===== src/rtl/ysyx_25030093_pkg.sv =====
// Shared types and defaults for the ysyx_25030093 instruction-fetch unit.
package ysyx_25030093_pkg;

  localparam int          XLEN_DEFAULT         = 32;
  localparam logic [31:0] RESET_VECTOR_DEFAULT = 32'h8000_0000;

  typedef enum logic [1:0] {
    IFU_BOOT   = 2'd0,
    IFU_RUN    = 2'd1,
    IFU_HALTED = 2'd2
  } ifu_state_e;

  typedef struct packed {
    logic [31:0]             inst;
    logic [XLEN_DEFAULT-1:0] pc;
    logic                    err;
  } fifo_entry_t;

endpackage


===== src/rtl/ysyx_25030093_sync_fifo.sv =====
// Synchronous FIFO with flush; head is presented combinationally.
module ysyx_25030093_sync_fifo #(
  parameter  int DEPTH = 4,
  parameter  int WIDTH = 65,
  localparam int AW    = $clog2(DEPTH),
  localparam int CW    = AW + 1
) (
  input  logic             clk,
  input  logic             rst,
  input  logic             push_i,
  input  logic [WIDTH-1:0] push_data_i,
  input  logic             pop_i,
  input  logic             flush_i,
  output logic [WIDTH-1:0] head_o,
  output logic [CW-1:0]    count_o
);

  logic [WIDTH-1:0] mem_q [DEPTH];
  logic [AW-1:0]    wr_q, wr_d, rd_q, rd_d;
  logic [CW-1:0]    cnt_q, cnt_d;

  // pointer and occupancy next-state; flush wins over push/pop
  always_comb begin
    wr_d  = wr_q;
    rd_d  = rd_q;
    cnt_d = cnt_q;
    if (flush_i) begin
      wr_d  = '0;
      rd_d  = '0;
      cnt_d = '0;
    end else begin
      wr_d  = push_i ? wr_q + AW'(1) : wr_q;
      rd_d  = pop_i  ? rd_q + AW'(1) : rd_q;
      cnt_d = cnt_q + CW'(push_i) - CW'(pop_i);
    end
  end

  // pointer and count registers
  always_ff @(posedge clk or posedge rst) begin
    if (rst) begin
      wr_q  <= '0;
      rd_q  <= '0;
      cnt_q <= '0;
    end else begin
      wr_q  <= wr_d;
      rd_q  <= rd_d;
      cnt_q <= cnt_d;
    end
  end

  // storage write
  always_ff @(posedge clk) begin
    if (push_i && !flush_i) begin
      mem_q[wr_q] <= push_data_i;
    end
  end

  assign head_o  = mem_q[rd_q];
  assign count_o = cnt_q;

endmodule


===== src/rtl/ysyx_25030093_ifu_pf.sv =====
// Prefetching IFU: credit-limited sequential fetch into a FIFO, with redirect
// flush and dropping of in-flight stale responses.
module ysyx_25030093_ifu_pf
  import ysyx_25030093_pkg::*;
#(
  parameter int              XLEN         = XLEN_DEFAULT,
  parameter int              DEPTH        = 4,
  parameter logic [XLEN-1:0] RESET_VECTOR = RESET_VECTOR_DEFAULT
) (
  input  logic            clk,
  input  logic            rst,
  output logic            mem_req_valid,
  input  logic            mem_req_ready,
  output logic [XLEN-1:0] mem_req_addr,
  input  logic            mem_rsp_valid,
  input  logic [31:0]     mem_rsp_data,
  input  logic            mem_rsp_err,
  output logic            inst_valid,
  input  logic            inst_ready,
  output logic [31:0]     inst,
  output logic [XLEN-1:0] inst_pc,
  output logic            inst_err,
  input  logic            redirect_valid,
  input  logic [XLEN-1:0] redirect_pc,
  input  logic            halt,
  output logic            busy
);

  localparam int CW = $clog2(DEPTH) + 1;
  localparam int EW = $bits(fifo_entry_t);

  ifu_state_e      state_q, state_d;
  logic [XLEN-1:0] fetch_pc_q, fetch_pc_d, rsp_pc_q, rsp_pc_d;
  logic [XLEN-1:0] pend_addr_q, pend_addr_d, redir_pc_s;
  logic            pend_q, pend_d, stale_q, stale_d;
  logic [CW-1:0]   outst_q, outst_d, drop_q, drop_d, fifo_cnt_s;
  logic [CW:0]     credit_s;
  logic            issue_s, accept_s, rsp_s, keep_s, pop_s;
  fifo_entry_t     push_entry_s, head_entry_s;
  logic [EW-1:0]   head_bits_s;

  assign credit_s   = {1'b0, outst_q} + {1'b0, fifo_cnt_s};
  assign issue_s    = (state_q == IFU_RUN) & ~halt & ~redirect_valid &
                      (credit_s < (CW+1)'(DEPTH));
  // a request that was not accepted stays up, even if halted or redirected
  assign mem_req_valid = pend_q | issue_s;
  assign mem_req_addr  = pend_q ? pend_addr_q : fetch_pc_q;
  assign accept_s   = mem_req_valid & mem_req_ready;
  assign rsp_s      = mem_rsp_valid & (outst_q != '0);
  assign keep_s     = rsp_s & (drop_q == '0) & ~redirect_valid;
  assign inst_valid = (fifo_cnt_s != '0);
  assign pop_s      = inst_valid & inst_ready;
  assign redir_pc_s = {redirect_pc[XLEN-1:2], 2'b00};
  assign busy       = (outst_q != '0) | (fifo_cnt_s != '0) | mem_req_valid;

  // next-state for FSM, fetch/response pcs and outstanding/drop counters
  always_comb begin
    state_d     = state_q;
    pend_d      = mem_req_valid & ~mem_req_ready;
    pend_addr_d = mem_req_addr;
    outst_d     = outst_q + CW'(accept_s) - CW'(rsp_s);
    drop_d      = (rsp_s && drop_q != '0) ? drop_q - CW'(1) : drop_q;
    fetch_pc_d  = (accept_s && !stale_q) ? fetch_pc_q + XLEN'(4) : fetch_pc_q;
    rsp_pc_d    = keep_s ? rsp_pc_q + XLEN'(4) : rsp_pc_q;
    stale_d     = accept_s ? 1'b0 : stale_q;

    case (state_q)
      IFU_BOOT:   state_d = IFU_RUN;
      IFU_RUN:    state_d = (halt && !pend_d) ? IFU_HALTED : IFU_RUN;
      IFU_HALTED: state_d = halt ? IFU_HALTED : IFU_RUN;
      default:    state_d = IFU_BOOT;
    endcase

    if (redirect_valid) begin
      fetch_pc_d = redir_pc_s;
      rsp_pc_d   = redir_pc_s;
      // everything in flight is stale, including a request still waiting
      drop_d     = (state_q != IFU_BOOT) ? outst_d + CW'(pend_d) : drop_d;
      stale_d    = (state_q != IFU_BOOT) ? pend_d : stale_d;
    end else begin
      stale_d    = stale_d;
    end
  end

  // state registers
  always_ff @(posedge clk or posedge rst) begin
    if (rst) begin
      state_q     <= IFU_BOOT;
      fetch_pc_q  <= RESET_VECTOR;
      rsp_pc_q    <= RESET_VECTOR;
      pend_addr_q <= RESET_VECTOR;
      pend_q      <= 1'b0;
      stale_q     <= 1'b0;
      outst_q     <= '0;
      drop_q      <= '0;
    end else begin
      state_q     <= state_d;
      fetch_pc_q  <= fetch_pc_d;
      rsp_pc_q    <= rsp_pc_d;
      pend_addr_q <= pend_addr_d;
      pend_q      <= pend_d;
      stale_q     <= stale_d;
      outst_q     <= outst_d;
      drop_q      <= drop_d;
    end
  end

  assign push_entry_s = '{inst: mem_rsp_data, pc: rsp_pc_q, err: mem_rsp_err};
  assign head_entry_s = head_bits_s;

  ysyx_25030093_sync_fifo #(
    .DEPTH (DEPTH),
    .WIDTH (EW)
  ) u_fifo (
    .clk         (clk),
    .rst         (rst),
    .push_i      (keep_s),
    .push_data_i (push_entry_s),
    .pop_i       (pop_s),
    .flush_i     (redirect_valid),
    .head_o      (head_bits_s),
    .count_o     (fifo_cnt_s)
  );

  assign inst     = head_entry_s.inst;
  assign inst_pc  = head_entry_s.pc;
  assign inst_err = head_entry_s.err;

endmodule


===== config.mk =====
export PLATFORM = sky130hd
export DESIGN_NAME = ysyx_25030093_ifu_pf
export DESIGN_NICKNAME = d
export VERILOG_FILES = /design/src/rtl/ysyx_25030093_pkg.sv /design/src/rtl/ysyx_25030093_sync_fifo.sv /design/src/rtl/ysyx_25030093_ifu_pf.sv
export SDC_FILE = /design/constraint.sdc
export NUM_CORES = 1
export LEC_CHECK = 0
export CAP_MARGIN = 20
export CORE_MARGIN = 4
export CORE_UTILIZATION = 51
export DETAILED_ROUTE_END_ITERATION = 7
export GPL_ROUTABILITY_DRIVEN = 0
export PLACE_DENSITY = 0.76
export SYNTH_ARGS = -nofsm -noshare
export SYNTH_HDL_FRONTEND = slang
export SYNTH_SLANG_ARGS = --single-unit

===== constraint.sdc =====
create_clock -name clk -period 3.7 [get_ports clk]
set_input_delay 0.74 -clock clk [delete_from_list [all_inputs] [get_ports clk]]
set_output_delay 0.74 -clock clk [all_outputs]
set_load 0.1 [all_outputs]

Word level (Yosys, flattened, before mapping):

Memory sizes are Yosys's and may differ from the RTL's.
Cells that the tools add are included.

* reduce and logical (&&, ||, !) cells: 16
* order comparisons: 1
* bitwise operators: 15
* add/sub/neg operators: 11
* eq/ne operators: 2
* muxes and demuxes: 21

Operators by type and width (number)
* $mux W32: 5
* $add A32 B3 Y32 const B: 2
* $mux W2: 6
* $mux W3: 4
* $add A3 B1 Y3: 3
* $and A1 B1 Y1: 9
* $reduce_bool A3 Y1: 3
* $reduce_bool A2 Y1: 4
* $pmux W2 S3: 1
* $sub A3 B1 Y3: 2
* $mux W1: 5
* $add A2 B1 Y2 const B: 2
* $add A3 B3 Y4: 1
* $logic_and A1 B1 Y1: 4
* $lt A4 B3 Y1 const B: 1
* $logic_not A1 Y1: 3
* $logic_not A3 Y1: 1
* $not A1 Y1: 3
* $or A1 B1 Y1: 3
* $sub A3 B1 Y3 const B: 1
* $eq A2 B1 Y1 const B: 1
* $eq A2 B2 Y1 const B: 1
* $logic_not A2 Y1: 1

* RAM bits: 260
* register bits: 113
* output and inout port bits: 100
* memories kept: 1

Memories
* u_fifo.mem_q: words 4, bits a word 65, rd ports 1, clocked after memory_dff 0, wr ports 1, RTL line ysyx_25030093_sync_fifo.sv:18 `logic [WIDTH-1:0] mem_q [DEPTH];`

Depth between registers and ports, before layout:

Gate-level depths: netlist of run 1.

* word-level depth: 11
* depth in mapped cells: 14
* mapped depth without buffers: 14

By module:

From an unflattened synthesis of run 1, not the netlist that was laid out.

* cells, all modules: 949
* area total of the unflattened synthesis: 15427.3 um^2

By module, submodules not included
* ysyx_25030093_sync_fifo: times used 1, area each 9820.7 um^2, cells each 378
* ysyx_25030093_ifu_pf: times used 1, area each 5606.6 um^2, cells each 571

Least setup slack after synthesis of run 1:

OpenSTA, ideal clock, no wires.

* path kind: reg2out
* from: register pend_q
* to: output mem_req_addr[23]
* setup slack: 49 ps
* arrival: 2911 ps
* cell stages (with the launch flop): 4
* buffers on the path: 2
* required time: 2960 ps
* cell sequence: dfrtp_1 > clkbuf_1 > clkbuf_1 > o21ai_0

* word-level cells in the longest chain between the ends: 1

RTL lines
* start, declared: RTL line ysyx_25030093_ifu_pf.sv:35 `logic pend_q, pend_d, stale_q, stale_d;`
* start signal, assigned: RTL line ysyx_25030093_ifu_pf.sv:101 `pend_q <= pend_d;`
* $mux W32: RTL line ysyx_25030093_ifu_pf.sv:47 `assign mem_req_addr = pend_q ? pend_addr_q : fetch_pc_q;`
* end, declared: RTL line ysyx_25030093_ifu_pf.sv:14 `output logic [XLEN-1:0] mem_req_addr,`

No other way between the ends.

Worst setup path after layout of run 1:

* from: register u_fifo.rd_q[0]
* to: output inst[22]

* word-level cells in the longest chain between the ends: 1

RTL lines
* start, declared: RTL line ysyx_25030093_sync_fifo.sv:19 `logic [AW-1:0] wr_q, wr_d, rd_q, rd_d;`
* start signal, assigned: RTL line ysyx_25030093_sync_fifo.sv:46 `rd_q <= rd_d;`
* $mem_v2 Z4 W65
* end, declared: RTL line ysyx_25030093_ifu_pf.sv:20 `output logic [31:0] inst,`

No other way between the ends.

==> impl_metrics.ini, run 1 <==
[setup_path]
crit_arrival_ps = 2440
crit_required_ps = 2960
endpoint_kind = output pin
regToRegSetupSlack_ps = 850
critPathLaunchType = register
crit_fanout = 26
crit_type = register to output pin

[timing]
max_slew_margin_pct = 35.5
max_freq_mhz = 314
min_period_ps = 3180
finalHoldWorstSlack_ps = 486
fin_crit_sh_pct = 86.0
maxSlewViolCount = 0
timing.final.ws_setup_ps = 519
tightest_slew_ps = 964
setup_viol = 0
fin_worst_skew_ps = 10.4
setup_tns_ps = 0
rsz0062_at_grt = no
final-hold-violation-count = 0

[detailed_routing]
num_vias = 8219
drcViolationCount = 0
wl_met1_um = 13300
dr_wl_met2_um = 13700
first_pass_iters = 5
drt-wirelength-per-cell_um = 20.0
top_layer = met4
drt-initial-drc-count = 563
wl_met3_um = 1940
drtAntennaViolNets = 0
vias_per_cell = 5.58
finalWirelength_um = 29500

[cts]
cts_made_buffers = 38
clk_latency_ps = 520
postCtsSetupBuffers = 0
root_buffer = clkbuf_16
clk_pin_slew_ps = 60
clk_path_buf_depth = 3
holdBufCountCts = 0
cts_tree = yes
cts_num_sinks = 361
cts-resized-gates = 0
cts_htree_levels = 2

[die]
die_width_um = 179
placementRows = 62
core_um2 = 28700
die_y_um = 179
dieArea_um2 = 31900
io_pins = 172
start_util_pct = 51.7

[place]
dpl.cell_count = 1404
pre_cts_slack_ps = 321
hpwl_um = 19000
io_buffers = 167
placed_area_um2 = 16900

[final_layout]
design_area_um2 = 18000
fin_nets = 1150
areaGrowthSynthToFinish_pct = 21.4
antenna_cells = 0
drive_gt1_share_pct = 27.0
stdcell_count = 1473

[synthesis]
avgSynthCellArea_um2 = 16.9
syn_area_um2 = 14800
synth_flop_cell = edfxtp_1
synth-seq-cells = 361
yosysWarningCount = 0
synthCells = 877
synth_edf_count = 252
yosysMostFrequentCell = edfxtp_1
ys_async_sr_fraction_pct = 30.2
seq_area_frac_synth_pct = 69.4
yosysTopAreaCell = edfxtp_1
synth_area_leaders = edfxtp_1, dfrtp_1, mux4_2
synth_top_area_share_pct = 51.0
synth_common_cells = edfxtp_1, dfrtp_1, mux4_2
synth_cell_type_count = 52

[global_route]
antenna_found_initial = 0
grtUsageTotal_pct = 18.5
grt_pass1_wl_um = 46000
overflow = 0
grt_max_degree = 64
grt_pass1_vias = 8359

[hold_path]
hp-class = register to register

[run]
maxCapViolCount = 0

[power_and_ir_drop]
power-per-cell-area_nw_per_um2 = 727
total_leakage_power_nw = 6.32
peakVddDrop_mv = 0.480

[status]
status = complete, no violations
==> final timing paths <==
kind | cells past startpoint | endpoint | start
worst max-delay path | 3 | inst[22] | u_fifo.rd_q[0]
max in group asynchronous | 3 | fetch_pc_q[31] | rst
worst max register to register | 11 | drop_q[1] | outst_q[1]
min in group asynchronous | 2 | state_q[1] | rst
worst min-delay path | 1 | pend_addr_q[0] | pend_addr_q[0]
worst min register to register | 1 | pend_addr_q[0] | pend_addr_q[0]
==> flip-flops by register name, indices dropped and copies added (netlist names) <==
| name | flops |
|---|---|
| u_fifo.rd_q | 2 |
| drop_q | 3 |
| u_fifo.count_o | 3 |
| outst_q | 3 |
| state_q | 2 |
| rsp_pc_q | 30 |
| u_fifo.wr_q | 2 |
| pend_addr_q | 32 |
| pend_q | 1 |
| fetch_pc_q | 30 |
| u_fifo.mem_q | 252 |
| stale_q | 1 |
==> layout by cell type (no fill, tap or decap), drive strengths merged, types with 5 or more instances in the layout <==
master         Yosys  layout
edfxtp           252     252
buf               13     117
dfrtp            106     106
clkdlybuf4s50      0      70
mux4              63      63
clkbuf            32      54
mux2              46      46
xnor2             39      39
nand2             29      29
nor2              24      24
nor4              24      24
inv               22      24
a21boi            22      22
nor3              18      18
nand2b            18      18
nand3             18      18
xor2              16      16
ha                16      16
nand4             13      13
clkinv             2      13
a21oi             12      12
o21ai             10      10
mux2i              9       9
or3                9       9
and4               8       8
and3               7       7
and2               7       7
a31oi              5       5
o31a               5       5
==> metrics by stage <==
step / util [%] / total power (W)
detailed placement: 58.8 / 0.00974
global route: 62.7 / 0.0136
global placement: 58.8 / 0.00969
floorplan: - / 0.00870
CTS: 62.7 / 0.0132
finish: 62.7 / 0.0131
==> power breakdown <==
part	switching [W]	internal (W)
Clock	0.00148	0.00200
Sequential	0.000294	0.00462
Combinational	0.00336	0.00134
==> cell type report <==
| cell class | instances | area, um^2 |
|---|---|---|
| clock buffer | 54 | 1050 |
| clock inverter | 15 | 90.1 |
| fill | 2076 | 10700 |
| inverter | 24 | 92.6 |
| multi-input combinational | 448 | 4270 |
| sequential | 361 | 10300 |
| tap | 384 | 480 |
| timing repair buffer | 187 | 1720 |
==> worst max-delay path, stage by stage, from the launching register on <==
cell and delay (ps):
dfrtp_4 790, buf_12 310, mux4_2 560, buf_4 250
==> logic make-up after synthesis <==
| group | count (synthesis) | synth area share (%) |
|---|---|---|
| other | 1 | 0.0253 |
| XOR/XNOR | 55 | 3.25 |
| adder cells (fa/ha/maj) | 18 | 1.62 |
| flip-flops | 361 | 69.4 |
| AND/OR/NAND/NOR | 192 | 7.33 |
| multiplexers | 118 | 13.7 |
| AO/OA/AOI/OAI | 63 | 2.84 |
| buffers and inverters | 69 | 1.82 |
==> layer usage <==
layer,global-route usage (%),up-vias
met2,29.0,283
met4,4.35,0
met1,27.1,4143
met3,3.65,45
li1,-,3748
met5,0,-
Power figures use the tool's default switching activity.
==> run 2, diff against run 1 <==
--- a/config.mk
+++ b/config.mk
@@ -7,10 +7,10 @@
 export LEC_CHECK = 0
 export CAP_MARGIN = 20
 export CORE_MARGIN = 4
-export CORE_UTILIZATION = 51
+export CORE_UTILIZATION = 45
 export DETAILED_ROUTE_END_ITERATION = 7
 export GPL_ROUTABILITY_DRIVEN = 0
-export PLACE_DENSITY = 0.76
+export PLACE_DENSITY = 0.68
 export SYNTH_ARGS = -nofsm -noshare
 export SYNTH_HDL_FRONTEND = slang
 export SYNTH_SLANG_ARGS = --single-unit
==> run 2 against run 1 <==
  * Clock power fell by 3%
  * Power down 0.75%
  * Sequential share of layout area fell by 0.063 points
  * Final cell count up 3.7%
  * Critical path depth unchanged
  * Utilization fell by 7.3 points
  * Worst setup slack got worse by 18 ps
  * Global-route usage fell by 1.6 points
  * Largest power group unchanged
==> impl_metrics.ini, run 2 (synthesized netlist as in run 1, its figures left out) <==
[status]
status = complete, no violations

[timing]
final-hold-violation-count = 0
min_period_ps = 3200
tightest_slew_ps = 962
maxSlewViolCount = 0
setup_viol = 0
fin_worst_skew_ps = 16.4
rsz0062_at_grt = no
max_freq_mhz = 313
max_slew_margin_pct = 35.7
setup_tns_ps = 0
fin_crit_sh_pct = 86.5

[setup_path]
crit_required_ps = 2960
crit_arrival_ps = 2460
endpoint_kind = output pin
rr_worst_depth = 11
cp_slowest_stage_delay_ps = 750
crit_top_cell = buf_4
r2r_end = drop_q[2]
critPathSlowestCell = dfrtp_4
critPathLaunchType = register
regToRegSetupSlack_ps = 830
crit_fanout = 25
critical_path.cell_chain = buf_4 > mux4_2 > buf_4
crit_type = register to output pin
r2r-start = outst_q[1]

[power_and_ir_drop]
power-per-cell-area_nw_per_um2 = 721
total_leakage_power_nw = 6.30
peakVddDrop_mv = 0.483

[final_layout]
final_common_cell = edfxtp_1
fin_nets = 1149
areaGrowthSynthToFinish_pct = 21.6
stdcell_count = 1527
drive_gt1_share_pct = 27.0
fillers = 2649
largest_register = u_fifo.mem_q
top_regs = u_fifo.mem_q (252), pend_addr_q (32)
mostFrequentLayoutCells = edfxtp_1, buf_4, dfrtp_1
regArea_um2 = 10300
largest_reg_flops = 252
multi_input_area_um2 = 4280
antenna_cells = 0

[detailed_routing]
dr_wl_met2_um = 13700
top_layer = met4
num_vias = 8026
wl_met1_um = 14000
first_pass_iters = 6
drt-wirelength-per-cell_um = 19.6
drtAntennaViolNets = 0
drt-initial-drc-count = 503
wl_met3_um = 1620
drcViolationCount = 0
finalWirelength_um = 29900
vias_per_cell = 5.26

[cts]
clk_latency_ps = 510
clk_path_buf_depth = 3
cts-resized-gates = 0
cts_tree = yes
cts_made_buffers = 38
clk_pin_slew_ps = 60
root_buffer = clkbuf_16
holdBufCountCts = 0
cts_htree_levels = 2
cts_num_sinks = 361
postCtsSetupBuffers = 0

[global_route]
antenna_found_initial = 0
grt_max_degree = 64
grt_pass1_wl_um = 47900
grt_pass1_vias = 8299
grtUsageTotal_pct = 16.8
overflow = 0

[place]
dpl.cell_count = 1461
hpwl_um = 19400
io_buffers = 167

[die]
placementRows = 66
core_um2 = 32500
die_width_um = 190
start_util_pct = 45.6
die_y_um = 190
dieArea_um2 = 35900
io_pins = 172

[run]
maxCapViolCount = 0

[hold_path]
min_from = pend_addr_q[1]
whs_path_depth = 1
min_to = pend_addr_q[1]
hp-class = register to register
==> run 2: worst max-delay path: cells and delay by family (launching register included) <==
family / cells / cell delay [ps]
flip-flops: 1 / 750
buffers and inverters: 2 / 610
multiplexers: 1 / 570
==> run 2: worst max path at each step <==
| stage | start | end | slack (ps) |
|---|---|---|---|
| detailed placement | halt | drop_q[2] | 320 |
| global route | u_fifo.rd_q[0] | inst[9] | 340 |
| CTS | u_fifo.rd_q[0] | inst[9] | 420 |
| floorplan | pend_q | mem_req_addr[23] | 50 |
| global placement | halt | drop_q[1] | 360 |
| finish | u_fifo.rd_q[0] | inst[9] | 500 |
==> run 2: routing by layer <==
layer  global-route usage (%)  vias up
li1                         -     3739
met1                     25.2     4015
met2                     26.3      230
met3                     2.90       42
met4                     3.76        0
met5                        0        -
==> run 2: through the flow <==
| stage | setup WS [ps] | utilization (%) | power [W] | hold slack (ps) | area, um^2 |
|---|---|---|---|---|---|
| global placement | 363 | 52.1 | 0.00971 | 474 | 16900 |
| finish | 500 | 55.4 | 0.0130 | 486 | 18000 |
| CTS | 420 | 55.4 | 0.0132 | 490 | 18000 |
| global route | 338 | 55.4 | 0.0136 | 507 | 18000 |
| detailed placement | 318 | 52.1 | 0.00976 | 475 | 16900 |
| floorplan | 49.2 | - | 0.00870 | 485 | 14800 |
==> run 2: power by group <==
part / leakage [nW] / total, W / internal [W] / switching, W
sequential: 3.53 / 0.00492 / 0.00462 / 0.000299
combinational: 2.24 / 0.00470 / 0.00134 / 0.00336
clock: 0.538 / 0.00338 / 0.00192 / 0.00146
total: 6.30 / 0.0130 / 0.00788 / 0.00512
==> run 2: area by class of cell <==
type	instances	share of cell area [%]
Clock inverter	20	0.493
Multi-Input combinational cell	448	23.7
Tap cell	442	3.07
Sequential cell	361	57.2
Inverter	24	0.514
Clock buffer	46	5.56
Timing Repair Buffer	186	9.48
